$ cat src/rtl/serial_subtractor_pkg.sv
// rtl/serial_subtractor_pkg.sv - shared types and constants for the bit-serial subtractor
//
// Package sub_pkg:
//   DEFAULT_WIDTH : default operand/result width
//   state_t       : sequencer state (IDLE, RUN, DONE)
package sub_pkg;

  localparam int DEFAULT_WIDTH = 8;

  typedef enum logic [1:0] {
    IDLE = 2'd0,
    RUN  = 2'd1,
    DONE = 2'd2
  } state_t;

endpackage

$ cat src/rtl/serial_subtractor_if.sv
// rtl/serial_subtractor_if.sv - request/result bundle of the bit-serial subtractor
//
// Signals:
//   start      : request, sampled only while the subtractor is idle
//   a, b       : minuend / subtrahend, captured on an accepted start
//   busy       : high while bits are being processed
//   done       : one-cycle pulse when diff/borrow_out/overflow update
//   diff       : a - b mod 2^WIDTH, held until the next done
//   borrow_out : unsigned a < b
//   overflow   : signed two's-complement overflow of a - b
// Modports: master (requester side), slave (subtractor side).
interface serial_subtractor_if
  import sub_pkg::*;
#(
  parameter int WIDTH = DEFAULT_WIDTH
) ();

  logic             start;
  logic [WIDTH-1:0] a;
  logic [WIDTH-1:0] b;
  logic             busy;
  logic             done;
  logic [WIDTH-1:0] diff;
  logic             borrow_out;
  logic             overflow;

  modport master (
    output start, a, b,
    input  busy, done, diff, borrow_out, overflow
  );

  modport slave (
    input  start, a, b,
    output busy, done, diff, borrow_out, overflow
  );

endinterface

$ cat src/rtl/serial_subtractor_full_subtractor.sv
// rtl/serial_subtractor_full_subtractor.sv - one-bit full subtractor cell (a - b - bin)
//
// Ports:
//   a, b, bin : minuend bit, subtrahend bit, borrow in
//   diff      : difference bit
//   borrow    : borrow out
module full_subtractor (
  output logic diff,
  output logic borrow,
  input  logic a,
  input  logic b,
  input  logic bin
);

  assign diff   = a ^ b ^ bin;
  assign borrow = (~a & b) | (~a & bin) | (b & bin);

endmodule

$ cat src/rtl/serial_subtractor.sv
// rtl/serial_subtractor.sv - bit-serial WIDTH-bit subtractor, LSB first, one bit per clock
//
// Ports:
//   clk   : clock, all state changes on the rising edge
//   rst_n : synchronous active-low reset
//   bus   : serial_subtractor_if.slave (start/a/b in, busy/done/diff/borrow_out/overflow out)
module serial_subtractor
  import sub_pkg::*;
#(
  parameter int WIDTH = DEFAULT_WIDTH
) (
  input  logic                 clk,
  input  logic                 rst_n,
  serial_subtractor_if.slave   bus
);

  localparam int CNT_W = $clog2(WIDTH);

  state_t           state;
  state_t           state_nxt;
  logic             busy_c;

  logic [WIDTH-1:0] sa;
  logic [WIDTH-1:0] sb;
  logic [WIDTH-1:0] res;
  logic             bff;
  logic [CNT_W-1:0] cnt;
  logic             a_msb;
  logic             b_msb;

  logic             done_q;
  logic [WIDTH-1:0] diff_q;
  logic             borrow_q;
  logic             overflow_q;

  logic             cell_d;
  logic             cell_bout;
  logic             last_bit;

  full_subtractor u_cell (
    .diff   (cell_d),
    .borrow (cell_bout),
    .a      (sa[0]),
    .b      (sb[0]),
    .bin    (bff)
  );

  assign last_bit = (cnt == CNT_W'(WIDTH - 1));

  always_ff @(posedge clk) begin
    if (!rst_n) begin
      state <= IDLE;
    end else begin
      state <= state_nxt;
    end
  end

  always_comb begin
    state_nxt = state;
    busy_c    = 1'b0;
    unique case (state)
      IDLE: begin
        if (bus.start) state_nxt = RUN;
      end
      RUN: begin
        busy_c = 1'b1;
        if (last_bit) state_nxt = DONE;
      end
      DONE: begin
        state_nxt = IDLE;
      end
      default: begin
        state_nxt = IDLE;
      end
    endcase
  end

  always_ff @(posedge clk) begin
    if (!rst_n) begin
      sa         <= '0;
      sb         <= '0;
      res        <= '0;
      bff        <= 1'b0;
      cnt        <= '0;
      a_msb      <= 1'b0;
      b_msb      <= 1'b0;
      done_q     <= 1'b0;
      diff_q     <= '0;
      borrow_q   <= 1'b0;
      overflow_q <= 1'b0;
    end else begin
      done_q <= 1'b0;
      unique case (state)
        IDLE: begin
          if (bus.start) begin
            sa    <= bus.a;
            sb    <= bus.b;
            bff   <= 1'b0;
            cnt   <= '0;
            // Operand signs are kept because sa/sb are consumed by shifting.
            a_msb <= bus.a[WIDTH-1];
            b_msb <= bus.b[WIDTH-1];
          end
        end
        RUN: begin
          sa  <= {1'b0, sa[WIDTH-1:1]};
          sb  <= {1'b0, sb[WIDTH-1:1]};
          // Difference bits enter at the MSB so bit 0 ends up at res[0].
          res <= {cell_d, res[WIDTH-1:1]};
          bff <= cell_bout;
          cnt <= cnt + CNT_W'(1);
        end
        DONE: begin
          done_q     <= 1'b1;
          diff_q     <= res;
          borrow_q   <= bff;
          overflow_q <= (a_msb != b_msb) && (res[WIDTH-1] != a_msb);
        end
        default: begin
        end
      endcase
    end
  end

  assign bus.busy       = busy_c;
  assign bus.done       = done_q;
  assign bus.diff       = diff_q;
  assign bus.borrow_out = borrow_q;
  assign bus.overflow   = overflow_q;

endmodule

$ cat src/flat_wrapper.sv
// flat-port wrapper written by rule: the top's interface ports become plain ports
module serial_subtractor_flat import sub_pkg::*;
#(
  parameter int WIDTH = DEFAULT_WIDTH
)
  (clk, rst_n, bus_start, bus_a, bus_b, bus_busy, bus_done, bus_diff, bus_borrow_out, bus_overflow);
  serial_subtractor_if #(.WIDTH(WIDTH)) bus_i ();
  input  logic clk;
  input  logic rst_n;
  input wire logic [$bits(bus_i.start)-1:0] bus_start;
  input wire logic [$bits(bus_i.a)-1:0] bus_a;
  input wire logic [$bits(bus_i.b)-1:0] bus_b;
  output wire logic [$bits(bus_i.busy)-1:0] bus_busy;
  output wire logic [$bits(bus_i.done)-1:0] bus_done;
  output wire logic [$bits(bus_i.diff)-1:0] bus_diff;
  output wire logic [$bits(bus_i.borrow_out)-1:0] bus_borrow_out;
  output wire logic [$bits(bus_i.overflow)-1:0] bus_overflow;
  assign bus_i.start = bus_start;
  assign bus_i.a = bus_a;
  assign bus_i.b = bus_b;
  assign bus_busy = bus_i.busy;
  assign bus_done = bus_i.done;
  assign bus_diff = bus_i.diff;
  assign bus_borrow_out = bus_i.borrow_out;
  assign bus_overflow = bus_i.overflow;
  serial_subtractor #(.WIDTH(WIDTH)) u_core (.clk(clk), .rst_n(rst_n), .bus(bus_i));
endmodule
$ cat config.mk
export PLATFORM = sky130hd
export DESIGN_NAME = serial_subtractor_flat
export DESIGN_NICKNAME = d
export VERILOG_FILES = /design/src/rtl/serial_subtractor_pkg.sv /design/src/rtl/serial_subtractor_if.sv /design/src/rtl/serial_subtractor_full_subtractor.sv /design/src/rtl/serial_subtractor.sv /design/src/flat_wrapper.sv
export SDC_FILE = /design/constraint.sdc
export NUM_CORES = 1
export LEC_CHECK = 0
export CAP_MARGIN = 20
export CORE_MARGIN = 2
export CORE_UTILIZATION = 50
export CTS_BUF_LIST = sky130_fd_sc_hd__clkbuf_8
export DETAILED_ROUTE_END_ITERATION = 6
export PLACE_DENSITY = 0.76
export SLEW_MARGIN = 25
export SYNTH_ARGS = -nofsm -noshare
export SYNTH_HDL_FRONTEND = slang
export SYNTH_SLANG_ARGS = --single-unit
export TNS_END_PERCENT = 1
$ cat constraint.sdc
create_clock -name clk -period 2.5 [get_ports clk]
set_input_delay 0.5 -clock clk [delete_from_list [all_inputs] [get_ports clk]]
set_output_delay 0.5 -clock clk [all_outputs]
set_load 0.02 [all_outputs]
### Yosys cells after proc, flatten, opt, wreduce, memory -nomap -nowiden

Index checks and enable logic that the tools add are counted.

* add/sub/neg operators: 1
* equal/unequal tests: 7
* muxes and demuxes: 13
* bitwise gates (word level): 8
* reductions and logical operators: 6

Operators with widths (count)
* $pmux W8 S2: 2
* $mux W8: 2
* $pmux W3 S2: 1
* $reduce_and A2 Y1: 3
* $mux W2: 2
* $pmux W2 S2: 1
* $add A3 B1 Y3 const B: 1
* $and A1 B1 Y1: 3
* $eq A3 B3 Y1 const B: 1
* $mux W1: 3
* $mux W3: 1
* $eq A2 B1 Y1 const B: 1
* $eq A2 B2 Y1 const B: 1
* $logic_not A2 Y1: 1
* $ne A1 B1 Y1: 2
* $ne A2 B1 Y1 const B: 1
* $ne A2 B2 Y1 const B: 1
* $or A1 B1 Y1: 2
* $pmux W1 S2: 1
* $reduce_bool A2 Y1: 1
* $xor A1 B1 Y1: 2
* $logic_and A1 B1 Y1: 1
* $not A1 Y1: 1

* flip-flop bits (word level): 43
* input bits: 19
* output and inout bits: 12
* logic and storage cells: 47

### Depth between registers and ports, before layout

Gate-level depths: netlist (run 1).

* depth in word-level cells: 5
* depth in mapped cells: 6

### Modules after synthesis

From an unflattened synthesis (run 1), not the netlist that was laid out.

* cells, all modules: 190
* area total of the unflattened synthesis: 1836.8 µm²

Modules (own cells, without submodules)
* serial_subtractor: times used 1, cells an instance 187, area an instance 1809.2 µm², seq. area each 860.8 µm²
* full_subtractor: times used 1, cells an instance 3, area an instance 27.5 µm², seq. area each 0.0 µm²

### Worst setup path before layout (run 1)

OpenSTA, ideal clock, no wires.

* path kind: register -> output
* start point: reg u_core.state[1]
* end point: out bus_busy
* arrival: 827 ps
* required time: 2000 ps
* setup slack: 1173 ps
* cell stages (with the launch flop): 5
* path through: dfxtp_1 > nand2b_1 > buf_6 > inv_2 > buf_6

* cells in the longest elaborated chain, start to end: 2

Ends and longest elaborated chain
* start, declared: RTL line serial_subtractor.sv:19 `state_t state;`
* start signal, assigned: RTL line serial_subtractor.sv:54 `state <= state_nxt;`
* $eq A2 B1 Y1: RTL line serial_subtractor.sv:61 `unique case (state)`
* $mux W1: RTL line serial_subtractor.sv:61
* end, declared: RTL line flat_wrapper.sv:13 `output wire logic [$bits(bus_i.busy)-1:0] bus_busy;`

No other way between the ends.

### Worst setup path in the final report (run 1)

Same ends and word-level chain as after synthesis.

==> flow_metrics.tcl, run 1 <==
set metrics [dict create \
    hpwl_um 2169 \
    clock-root-buffer "clkbuf_8" \
    count_of_hold_fix_buffers_inserted_at_cts 0 \
    htreeDepth 2 \
    worst_skew_pair.late_latency_ns 0.29 \
    worst_ep_arrival_time_ns 1.70 \
    drt-initial-drc-count 49 \
    worst_setup_path_end_kind "primary output" \
    max_slew.worst_pin.slew_ns 0.5458 \
    grt_use_total_pct 16.74 \
    areaGrowthSynthToFinish_pct 22.16 \
    post_synth_num_cell_types 29 \
    r2r-start "u_core.state[0]$_SDFFE_PN0P_" \
    die_w_um 64.11 \
    synth_area_sq_um 1807 \
    worst-path-max-fanout 13 \
    crit_required_ns 2.00 \
    critical_path.cell_chain "nand2b_1, inv_2, clkdlybuf4s50_1" \
    layout_min_cycle_time_ns 2.197 \
    totalPowerFinal_mw 1.350 \
    timing.max_slew.rel_slack_pct 63.62 \
    num_io_pins 31 \
    slowest_stage "clkdlybuf4s50_1" \
    worst_path_dominant_cell_family "buffers and inverters" \
    power.sequential.fraction_pct 54.1 \
    totalNegativeSetupSlack_ns 0 \
    post_dr_wirelength_cell_um 11.63 \
    p_clk_share_pct 35.1 \
    detailroute.via_count 1353 \
    layout_worst_path_cycle_share_pct 87.89 \
    fraction_of_the_yosys_area_taken_by_sequential_cells_pct 47.65 \
    max_frequency_mhz 455.1 \
    ys_top_cells_by_area "dfxtp_1 48%, nand2_1 11%, mux2i_1 7.8%, o211a_1 7.8%, a21boi_0 5.8%" \
    p_sw_mw 0.3053 \
    final_estimated_routing_congestion_in_global_placement 0.6990 \
    fin_cells 263 \
    drive_above_1_share_pct 6.912 \
    fillCellCount 295 \
    critPathMaxStageDelay_ns 0.64 \
    fp.dieArea_sq_um 4110 \
    category_of_the_worst_setup_path_launch_point "register" \
    min_delay_worst_type "register to register" \
    static-leakage-power_nw 0.9422 \
    synth.ff_latch_count 43 \
    yosys.area.top_type "dfxtp_1" \
    post-place-cells 255 \
    timing.critical_path.to "bus_busy" \
    clk_transition_reported_paths_ns 0.08 \
    pre_antenna_drt_iters 4 \
    synth-warning-count 0 \
    final_max_slew_viol_count 0 \
    vias_in_the_first_global_route 1293 \
    start_util_pct 52.89 \
    internal_power_mw 1.045 \
    timing.final.hold_violations 0 \
    io_buffers 30 \
    status "finished, final reports clean" \
    cts.sink_count 43 \
    switching_fraction_pct 22.61 \
    synth_top_area_share_pct 47.65 \
    power.share.combinational_pct 10.7 \
    regToRegEndpoint "u_core.bff$_SDFFE_PN0P_" \
    power.density_nw_per_um2 611.7 \
    drv.max_cap_violation_count 0 \
    cts.repair.resized 0 \
    hold-path-cell-count 2 \
    grt_max_degree 44 \
    grt_overflow 0 \
    core_region_area_sq_um 3416 \
    synth_nets 211 \
    die_h_um 64.11 \
    worst_hold_slack_ns 0.4535 \
    grt_antenna_before_repair 0 \
    grt_pass1_wl_um 5340 \
    finish.utilization_pct 64.62 \
    nets 238 \
    route.detailed.vias_per_inst 5.144 \
    fin_skew_ns 0.009430 \
    drcViolationCount 0 \
    site_row_count 21 \
    r2r_setup_slack_ns 0.85 \
    critical_path.startpoint "u_core.state[1]$_SDFFE_PN0P_" \
    post_synth.cell_area_avg_sq_um 9.559 \
    worst-r2r-cell-count 4 \
    cts.repair_timing.setup_buffer_count 0 \
    worst_path_buffer_plus_inverter_count 2 \
    post_synth_inst_count 189 \
    antenna_violating_nets_post_route 0 \
    cts_tree "yes" \
    total_stage_count_of_the_critical_path 3 \
    rsz0062_at_grt "false" \
    num_antenna_cells 0 \
    finalSetupViolCount 0 \
    timing_worst_setup_path_type "register to primary output" \
    drt_wl_total_um 3058 \
    tritoncts.num_buffers 5 \
    clockBufferDepth 2 \
    worst_ir_drop_vdd_v 0.0004178 \
]
-- synthesized netlist by cell type --
library cell	n
o22ai_1	1
nand2b_1	4
a21boi_1	7
mux2i_1	14
nand2_1	53
fa_1	1
inv_1	2
buf_4	2
nand3b_1	1
a21boi_0	14
dfxtp_1	43
and2b_1	1
nor2_1	1
a31oi_1	1
and2_1	2
and3_1	3
nor2b_1	2
ha_1	2
buf_2	4
nor3b_2	1
o21bai_1	1
o21ai_0	3
clkbuf_1	4
inv_2	1
a22oi_1	2
o21ba_2	1
o211a_1	14
buf_6	3
or3b_2	1
-- per-stage QoR --
| stage | worst slack, ns | cell area [sq um] |
|---|---|---|
| floorplan | 1.173 | 1807 |
| global placement | 0.5626 | 2103 |
| detailed placement | 0.5085 | 2103 |
| CTS | 0.2840 | 2207 |
| global route | 0.1975 | 2207 |
| finish | 0.3028 | 2207 |
-- cells by family after synthesis --
logic type | share of synthesized area, %
buffers and inverters | 5.263
adder cells (fa/ha/maj) | 2.493
multiplexers | 7.756
AND/OR/NAND/NOR | 17.04
flip-flops | 47.65
AO/OA/AOI/OAI | 19.81
-- cell type report --
type / count / area (sq um) / area share [%]
clock buffers: 7 / 96.34 / 4.365
flip-flops and latches: 43 / 860.8 / 39.00
inverters: 3 / 11.26 / 0.5102
multi-input cells: 130 / 850.8 / 38.55
well taps: 46 / 57.56 / 2.608
repair buffers: 33 / 322.8 / 14.63
clock inverters: 1 / 7.507 / 0.3401
-- how the worst min path moves through the flow --
stage / startpoint / endpoint / slack, ns
finish: u_core.bff$_SDFFE_PN0P_ / u_core.bus.borrow_out$_SDFFE_PN0P_ / 0.45
floorplan: u_core.bff$_SDFFE_PN0P_ / u_core.bus.borrow_out$_SDFFE_PN0P_ / 0.44
CTS: u_core.bff$_SDFFE_PN0P_ / u_core.bus.borrow_out$_SDFFE_PN0P_ / 0.46
global placement: u_core.res[0]$_SDFFE_PN0P_ / u_core.bus.diff[0]$_SDFFE_PN0P_ / 0.45
detailed placement: u_core.res[6]$_SDFFE_PN0P_ / u_core.res[5]$_SDFFE_PN0P_ / 0.46
global route: u_core.res[0]$_SDFFE_PN0P_ / u_core.res[0]$_SDFFE_PN0P_ / 0.48
-- cell usage in the layout, fill, tap and decap left out, types with 3 or more instances in the layout --
cell type        count
nand2b_1             4
and3_1               3
mux2i_1             14
a21boi_1             7
buf_4                3
a21boi_0            14
o211a_1             14
nand2_1             53
dfxtp_1             43
o21ai_0              3
clkbuf_8             7
clkdlybuf4s50_1     30
-- power groups by stage --
stage | registers, mW | logic [mW] | clock network, mW
after CTS | 0.731 | 0.148 | 0.497
after detailed placement | 0.747 | 0.147 | 0
final | 0.731 | 0.145 | 0.474
after floorplan | 0.743 | 0.105 | 0
after global placement | 0.745 | 0.142 | 0
after global routing | 0.735 | 0.163 | 0.520
-- flip-flops by register name, summed over array words and instances (netlist names), 2 cells and up --
| name | cells |
|---|---|
| u_core.sa | 8 |
| u_core.bus.diff | 8 |
| u_core.cnt | 3 |
| u_core.state | 2 |
| u_core.sb | 8 |
| u_core.res | 8 |
-- worst register-to-register path: stages, from the launching register on --
cell and delay, ns:
dfxtp_1 0.33, buf_4 0.29, o21ba_2 0.56, o22ai_1 0.18, and2_1 0.19
-- routing by layer --
| metal | wire [um] | part of all wire (%) | vias to the layer above | track usage (%) |
|---|---|---|---|---|
| met5 | 0 | 0 | - | 0 |
| met3 | 125 | 4.1 | 5 | 4.225 |
| met1 | 1281 | 42 | 628 | 17.38 |
| met2 | 1592 | 52 | 24 | 30.34 |
| met4 | 59 | 1.9 | 0 | 9.574 |
| li1 | - | - | 696 | - |
No activity file was read; power rests on OpenSTA's default activity.
==> inputs of run 2 (changes only) <==
--- a/config.mk
+++ b/config.mk
@@ -5,6 +5,7 @@
 export SDC_FILE = /design/constraint.sdc
 export NUM_CORES = 1
 export LEC_CHECK = 0
+export ABC_CLOCK_PERIOD_IN_PS = 2500
 export CAP_MARGIN = 20
 export CORE_MARGIN = 2
 export CORE_UTILIZATION = 50
==> constraint.sdc (replaced) <==
create_clock -name clk -period 2.5 [get_ports clk]
set_input_delay 0.25 -clock clk [delete_from_list [all_inputs] [get_ports clk]]
set_output_delay 0.25 -clock clk [all_outputs]
set_load 0.02 [all_outputs]
==> run 2 against run 1 <==
Against the previous run:
- worst setup slack better by 0.26 ns
- highest routed layer unchanged
- critical endpoint unchanged
- clock skew down 0.0047 ns
- clock-buffer cell count down 1
- largest power group unchanged
- global-route usage down 0.14 points
- non-clock buffer count unchanged
- largest cell class unchanged
- final cell count down 0.38%
- sequential share of layout area up 0.067 points
- sequential power about the same
==> flow_metrics.tcl, run 2 (synthesis gave the netlist of run 1 again) <==
set metrics [dict create \
    status "finished, final reports clean" \
    areaGrowthSynthToFinish_pct 21.95 \
    vias_in_the_first_global_route 1287 \
    hold-path-cell-count 2 \
    min_delay_worst_type "register to register" \
    grt_max_degree 44 \
    fin_skew_ns 0.004716 \
    num_io_pins 31 \
    drive_above_1_share_pct 6.481 \
    pre_antenna_drt_iters 4 \
    die_h_um 64.11 \
    timing.max_slew.rel_slack_pct 63.28 \
    die_w_um 64.11 \
    count_of_hold_fix_buffers_inserted_at_cts 0 \
    start_util_pct 52.89 \
    worst_setup_path_end_kind "primary output" \
    rsz0062_at_grt "false" \
    cts.repair.resized 0 \
    totalNegativeSetupSlack_ns 0 \
    fp.dieArea_sq_um 4110 \
    grt_antenna_before_repair 0 \
    cts.repair_timing.setup_buffer_count 0 \
    power.density_nw_per_um2 592.5 \
    timing.final.hold_violations 0 \
    detailroute.via_count 1339 \
    layout_commonest_cell "nand2_1" \
    grt_use_total_pct 16.60 \
    num_antenna_cells 0 \
    core_region_area_sq_um 3416 \
    drt_wl_total_um 3067 \
    io_buffers 30 \
    final_estimated_routing_congestion_in_global_placement 0.7040 \
    route.detailed.vias_per_inst 5.111 \
    antenna_violating_nets_post_route 0 \
    postLayoutSetupSlackWorst_ns 0.5612 \
    gr-usage-met3_pct 4.225 \
    category_of_the_worst_setup_path_launch_point "register" \
    finalSetupViolCount 0 \
    max_slew.worst_pin.slew_ns 0.5508 \
    clock-root-buffer "clkbuf_8" \
    worst_ir_drop_vdd_v 0.0004189 \
    worst_setup_timing_slack_at_the_placement_stage_ns 0.7711 \
    worst_ep_arrival_time_ns 1.69 \
    grt_pass1_wl_um 5223 \
    post_dr_wirelength_cell_um 11.71 \
    worst_skew_pair.late_latency_ns 0.29 \
    layout_min_cycle_time_ns 1.939 \
    drt-initial-drc-count 52 \
    clockBufferDepth 2 \
    max_frequency_mhz 515.8 \
    cts.sink_count 43 \
    grt_overflow 0 \
    crit_required_ns 2.25 \
    grt.met2_usage_pct 28.91 \
    met1_usage_pct 18.18 \
    static-leakage-power_nw 0.9433 \
    site_row_count 21 \
    hpwl_um 2119 \
    cts_tree "yes" \
    worst-path-max-fanout 13 \
    drv.max_cap_violation_count 0 \
    most_frequent_cells_in_the_layout "53 x nand2_1, 43 x dfxtp_1, 30 x clkdlybuf4s50_1" \
    layout_worst_path_cycle_share_pct 77.55 \
    timing_worst_setup_path_type "register to primary output" \
    final_max_slew_viol_count 0 \
    tritoncts.num_buffers 5 \
    gr_busiest_metal "met2" \
    htreeDepth 2 \
    nets 238 \
    drcViolationCount 0 \
    clk_transition_reported_paths_ns 0.07 \
    worst-r2r-cell-count 4 \
]
==> run 2: through the flow <==
stage                     utilization (%)  hold slack [ns]  area, sq um  total power [mW]  cells
after detailed placement            61.94           0.4544         2116            0.8971    255
after CTS                           64.51           0.4652         2203             1.330    262
after global routing                64.51           0.4811         2203             1.373    262
final                               64.51           0.4611         2203             1.306    262
after global placement              61.94           0.4469         2116            0.8893    255
after floorplan                         -           0.3883         1807            0.8476    189
==> run 2: path summary, 6_finish.rpt <==
kind,start,end,slack [ns]
max,u_core.state[1]$_SDFFE_PN0P_,bus_busy,0.56
min,u_core.bus.diff[4]$_SDFFE_PN0P_,u_core.bus.diff[4]$_SDFFE_PN0P_,0.46
max reg2reg,u_core.state[0]$_SDFFE_PN0P_,u_core.bff$_SDFFE_PN0P_,0.86
min reg2reg,u_core.bus.diff[4]$_SDFFE_PN0P_,u_core.bus.diff[4]$_SDFFE_PN0P_,0.46
==> run 2: critical path: stages (launching register included) <==
cell	delay, ns
dfxtp_1	0.37
nand2b_1	0.19
inv_2	0.19
clkdlybuf4s50_1	0.64
==> run 2: power breakdown <==
group | switching (mW) | internal [mW]
Combinational | 0.0667 | 0.0816
Clock | 0.209 | 0.216
Sequential | 0.0171 | 0.714
==> run 2: final cells by class <==
type / instances / area, sq um
clock buffers: 6 / 82.58
clock inverters: 1 / 5.005
fillers: 307 / 1212
inverters: 3 / 11.26
multi-input cells: 130 / 850.8
flip-flops and latches: 43 / 860.8
well taps: 46 / 57.56
repair buffers: 33 / 335.3
==> run 2: routing by layer <==
metal | up-vias | wire length, um | share of wire, %
li1 | 693 | - | -
met1 | 614 | 1380 | 45
met2 | 28 | 1503 | 49
met3 | 4 | 139 | 4.5
met4 | 0 | 43 | 1.4
met5 | - | 0 | 0
